`src/rtl/mem_arbiter.sv`:
```
// Port-1 round-robin arbiter (loader vs data) plus dedicated fetch port for a dual-port memory.
// Read data is steered back to its requester one cycle after the grant.
module mem_arbiter #(
    parameter int WORD_SIZE = 16,
    parameter int ADDR_SIZE = 16
) (
    input  logic                 clk,
    input  logic                 reset,
    input  logic                 ldr_mode,
    input  logic                 ldr_req,
    input  logic [ADDR_SIZE-1:0] ldr_addr,
    input  logic [WORD_SIZE-1:0] ldr_wdata,
    output logic                 ldr_gnt,
    input  logic                 d_req,
    input  logic                 d_we,
    input  logic [ADDR_SIZE-1:0] d_addr,
    input  logic [WORD_SIZE-1:0] d_wdata,
    output logic                 d_gnt,
    output logic                 d_rvalid,
    output logic [WORD_SIZE-1:0] d_rdata,
    input  logic                 f_req,
    input  logic [ADDR_SIZE-1:0] f_addr,
    output logic                 f_gnt,
    output logic                 f_rvalid,
    output logic [WORD_SIZE-1:0] f_rdata,
    output logic                 mem_r_en1,
    output logic                 mem_w_en,
    output logic                 mem_r_en2,
    output logic [ADDR_SIZE-1:0] mem_addr1,
    output logic [ADDR_SIZE-1:0] mem_addr2,
    output logic [WORD_SIZE-1:0] mem_w_data,
    input  logic [WORD_SIZE-1:0] mem_r_data1,
    input  logic [WORD_SIZE-1:0] mem_r_data2
);

    logic rr;       // 0: data preferred, 1: loader preferred
    logic d_pend;
    logic f_pend;
    logic hazard;

    always_comb begin
        d_gnt   = d_req & (~ldr_req | ~rr) & ~reset;
        ldr_gnt = ldr_req & (~d_req | rr) & ~reset;

        mem_w_en   = ldr_gnt | (d_gnt & d_we);
        mem_r_en1  = d_gnt & ~d_we;
        mem_addr1  = ldr_gnt ? ldr_addr : d_addr;
        mem_w_data = ldr_gnt ? ldr_wdata : d_wdata;

        // Holding fetch off a same-address write removes any dependence on the
        // memory's write/read ordering within a cycle.
        hazard    = mem_w_en & (mem_addr1 == f_addr);
        f_gnt     = f_req & ~ldr_mode & ~hazard & ~reset;
        mem_r_en2 = f_gnt;
        mem_addr2 = f_addr;
    end

    always_ff @(posedge clk or posedge reset) begin
        if (reset) begin
            rr     <= 1'b0;
            d_pend <= 1'b0;
            f_pend <= 1'b0;
        end else begin
            if (d_gnt)
                rr <= 1'b1;
            else if (ldr_gnt)
                rr <= 1'b0;
            d_pend <= d_gnt & ~d_we;
            f_pend <= f_gnt;
        end
    end

    assign d_rvalid = d_pend;
    assign d_rdata  = mem_r_data1;
    assign f_rvalid = f_pend;
    assign f_rdata  = mem_r_data2;

endmodule

```
`config.mk`:
```
export PLATFORM = sky130hd
export DESIGN_NAME = mem_arbiter
export DESIGN_NICKNAME = d
export VERILOG_FILES = /design/src/rtl/mem_arbiter.sv
export SDC_FILE = /design/constraint.sdc
export NUM_CORES = 1
export LEC_CHECK = 0
export CAP_MARGIN = 10
export CORE_MARGIN = 4
export CORE_UTILIZATION = 24
export CTS_CLUSTER_DIAMETER = 50
export DETAILED_ROUTE_END_ITERATION = 8
export HOLD_SLACK_MARGIN = 0.06
export PLACE_DENSITY = 0.95
export SYNTH_ARGS = -nofsm -noshare
export SYNTH_HDL_FRONTEND = slang
export SYNTH_SLANG_ARGS = --single-unit
```
`constraint.sdc`:
```
create_clock -name clk -period 4.4 [get_ports clk]
set_input_delay 0.88 -clock clk [delete_from_list [all_inputs] [get_ports clk]]
set_output_delay 0.88 -clock clk [all_outputs]
set_load 0.05 [all_outputs]
```
# Yosys cells after proc, flatten, opt, wreduce, memory -nomap -nowiden
# Cells that the tools add are included.
# W data, S select, Z words.
dict set report word_totals {
  output_inout_bits 88
  input_bits 119
  elab_cells 29
  register_bits 3
}
dict set report classes {
  n_reduce_logical 1
  n_bitwise 20
  n_eq_ne 1
  muxes 4
}
# operator n
set ops {}
lappend ops {{$mux W16} 2}
lappend ops {{$eq A16 B16 Y1} 1}
lappend ops {{$and A1 B1 Y1} 10}
lappend ops {{$not A1 Y1} 7}
lappend ops {{$or A1 B1 Y1} 3}
lappend ops {{$mux W1} 2}
lappend ops {{$reduce_bool A2 Y1} 1}

# Longest topological paths before layout
dict set report depth {
  ltp_word 10
  mapped_depth 8
  ltp_nobuf 6
}

# Worst setup path before layout
# OpenSTA, ideal clock, no wires.
dict set report synth_path {
  path_kind {input port to output port}
  start {in reset}
  end {out mem_addr1[13]}
  setup_slack_ns 0.685
  t_required_ns 3.520
  n_path_buf 2
  arrival_time_ns 2.835
  cell_stages 5
  cell_sequence {nand2b_2 -> a21oi_2 -> buf_6 -> clkbuf_1 -> o21ai_0}
}
dict set report synth_between {
  elab_chain_len 3
}
# element line
set synth_lines {}
lappend synth_lines {{start: declaration} 8} ;# input logic reset,
lappend synth_lines {{$not A1 Y1} 43} ;# ldr_gnt = ldr_req & (~d_req | rr) & ~reset;
lappend synth_lines {{$and A1 B1 Y1} 43}
lappend synth_lines {{via ldr_gnt} 13} ;# output logic ldr_gnt,
lappend synth_lines {{$mux W16} 47} ;# mem_addr1 = ldr_gnt ? ldr_addr : d_addr;
lappend synth_lines {{end: declaration} 29} ;# output logic [ADDR_SIZE-1:0] mem_addr1,
# The timed path passes the listed nets, and every way through them passes these cells.

# Worst setup path in the final report
dict set report layout_path {
  start {in reset}
  end {out f_gnt}
}
dict set report layout_between {
  elab_chain_len 8
  elab_cells_between_ends 11
  cone_classes {eq/ne: 1; mux: 1; bitwise: 9}
}
# element line
set layout_lines {}
lappend layout_lines {{$not A1 Y1 (*)} {42, 43, 53}}
lappend layout_lines {{$and A1 B1 Y1 (on tied branches)} {43, 42}}
lappend layout_lines {{$mux W16 or $and A1 B1 Y1 (tied branches)} {47, 45}}
lappend layout_lines {{$eq A16 B16 Y1 or $or A1 B1 Y1 (tied branches)} {52, 45}}
lappend layout_lines {{$and A1 B1 Y1} 52} ;# hazard = mem_w_en & (mem_addr1 == f_addr);
lappend layout_lines {{$not A1 Y1} 53} ;# f_gnt = f_req & ~ldr_mode & ~hazard & ~reset;
lappend layout_lines {{$and A1 B1 Y1} 53}
lappend layout_lines {{$and A1 B1 Y1 (*)} 53}
lappend layout_lines {{end: declaration} 23} ;# output logic f_gnt,
# Every way passes the cells marked *; elsewhere a longest branch is shown, timed or not.

==> results.sh <==
export IMPL_synth_fp_nets=277
export IMPL_min_path_type="register to register"
export IMPL_cts_tree="built"
export IMPL_antenna_found_initial=0
export IMPL_synth_top_area_frac=0.293
export IMPL_cts_setup_buffers=0
export IMPL_grt_first_pass_wirelength_um=7730
export IMPL_nNetsFinal=375
export IMPL_ir_drop_mv=0.101
export IMPL_netlist_area_um2=1260
export IMPL_clock_sinks=3
export IMPL_path_max_fanout=18
export IMPL_synth_top_cells_by_area="buf_4, mux2_2, dfrtp_1, xor2_1, inv_1"
export IMPL_io_pin_count=207
export IMPL_r2r_start="rr"
export IMPL_yosysWarnings=0
export IMPL_cp_start_kind="input pin"
export IMPL_rr_endpoint="f_rvalid"
export IMPL_synth_async_reset_ratio=1.00
export IMPL_path_class="input pin to output port"
export IMPL_outcome="finished, final reports clean"
export IMPL_setup_slack_ns=0.124
export IMPL_arrival_ns=3.40
export IMPL_worstMarginPinSlew_ns=0.618
export IMPL_finalCritPeriodShare=0.972
export IMPL_core_area_um2=5110
export IMPL_pre_cts_slack_ns=0.124
export IMPL_hold_violations=0
export IMPL_ctsResizeCount=0
export IMPL_ctsHoldBuffers=0
export IMPL_fill_cells=509
export IMPL_holdPathEnd="rr"
export IMPL_clock_root_buffer="clkbuf_8"
export IMPL_netlist_instances=158
export IMPL_insertedDiodeCount=0
export IMPL_cts_buffers=3
export IMPL_drive_gt1_frac=0.224
export IMPL_fin_setup_tns_ns=0
export IMPL_ys_ff_latch=3
export IMPL_synth_area_per_cell_um2=7.96
export IMPL_regToRegSetupSlack_ns=2.06
export IMPL_maxSlewViolCount=0
export IMPL_worst_setup_path_end_kind="output port"
export IMPL_drt_initial_drc_count=45
export IMPL_cts_path_max_buffers=2
export IMPL_setup_violations_final=0
export IMPL_hold_ws_ns=0.564
export IMPL_wl_per_cell_um=16.4
export IMPL_yosysSeqAreaShare=0.0597
export IMPL_grtUsageTotal=0.156
export IMPL_p_per_area_nw_per_um2=201
export IMPL_min_delay_path_depth=1
export IMPL_required_ns=3.52
export IMPL_vias=1475
export IMPL_drc=0
export IMPL_r2r_cells=7
export IMPL_grt_ovfl_total=0
export IMPL_start_util=0.246
export IMPL_synth_ff_type="dfrtp_1"
export IMPL_clk_pin_slew_ns=0.03
export IMPL_min_delay_start="rr"
export IMPL_skew_ns=0.000875
export IMPL_std_cell_rows=26
export IMPL_routed_wl_um=5330
export IMPL_grt_pass1_vias=1637
export IMPL_die_area_um2=6460
export IMPL_area_growth_pct=91.9
export IMPL_dr_pass1_iters=4
export IMPL_place_hpwl_um=4670
export IMPL_max_cap_violations=0
export IMPL_synth_edf_count=0
export IMPL_fin_cells=325
export IMPL_place_gp_congestion=0.750
export IMPL_final_common_cell="clkdlybuf4s50_1"
export IMPL_fp_dieW_um=80.4
export IMPL_p_leak_nw=0.989
export IMPL_via_per_inst=4.54
export IMPL_period_needed_ns=4.28
export IMPL_ys_types=31
export IMPL_clk_latency_ns=0.22
export IMPL_power_w=0.000486
export IMPL_slew_headroom=0.587
export IMPL_place_inst=319
export IMPL_grt_max_degree=20
export IMPL_die_y_um=80.4
export IMPL_numPortBuffers=142
export IMPL_fmax_ghz=0.234
export IMPL_ant_nets=0
export IMPL_synth_largest_area_cell="buf_4"
export IMPL_final_cell_mix="clkdlybuf4s50_1, mux2_2, buf_4, inv_1, xor2_1"
export IMPL_cts_htree_levels=1
## cells in the mapped netlist (2+ instances only)
master / instances
buf_4: 49
mux2i_1: 5
o21ai_0: 4
xnor2_1: 4
xor2_1: 8
buf_2: 2
nor2_1: 2
nand2_1: 5
inv_1: 17
dfrtp_1: 3
a21o_1: 2
nor2b_1: 2
a21oi_1: 3
a222oi_1: 5
nand4_1: 3
mux2_2: 25
o22ai_1: 5
## cells by family (layout without fill, tap and decap cells)
family / Yosys count / in the layout / share of synthesized area
AOI/OAI and AO/OA: 24 / 24 / 0.140
xor gates and xnor gates: 12 / 12 / 0.0836
buffers and inverters: 70 / 167 / 0.363
DFF: 3 / 3 / 0.0597
muxes: 30 / 30 / 0.264
and+or+nand+nor: 19 / 19 / 0.0896
## worst max-delay path, stage by stage
cell	delay [ns]
clkdlybuf4s50_1	0.51
nand2b_2	0.17
a21oi_4	0.11
buf_4	0.19
or4b_1	0.52
a222oi_1	0.37
o211ai_1	0.17
o211a_1	0.27
buf_4	0.20
## registers in the layout, indices dropped and copies added, names as in the netlist
signal / flops
d_rvalid: 1
f_rvalid: 1
rr: 1
## through the flow
step	cell area, um^2	util
6_report	2410	0.473
5_1_grt	2410	0.473
4_1_cts	2400	0.470
3_5_place_dp	2350	0.461
3_3_place_gp	2350	0.461
2_1_floorplan	1260	-
## worst max path at each step
stage                      from       endpoint  slack, ns  cells past startpoint
final                     reset          f_gnt       0.12                      9
after global routing      reset          f_gnt     -0.006                      9
after CTS                 reset          f_gnt        0.1                      8
after detailed placement  reset          f_gnt       0.12                      8
after global placement    reset          f_gnt       0.21                      8
after floorplan           reset  mem_addr1[13]       0.69                      5
## report_power, final
part	internal [W]	switching, W
Clock	0.0000620	0.0000213
Combinational	0.000164	0.000206
Sequential	0.0000303	0.00000252
## cell type report
type	instances	area [um^2]	area share
Sequential cell	3	75.1	0.0311
Inverter	17	63.8	0.0264
Multi-Input combinational cell	85	733	0.304
Tap cell	70	87.6	0.0363
Clock buffer	4	45.0	0.0187
Timing Repair Buffer	146	1410	0.584
## routing by layer
metal,global-route usage,vias to the layer above,wire [um]
met5,0,-,0
met4,0.0625,0,86
li1,-,695,-
met1,0.150,670,1800
met2,0.305,95,2840
met3,0.0460,15,607
(Power assumes the default switching activity.)
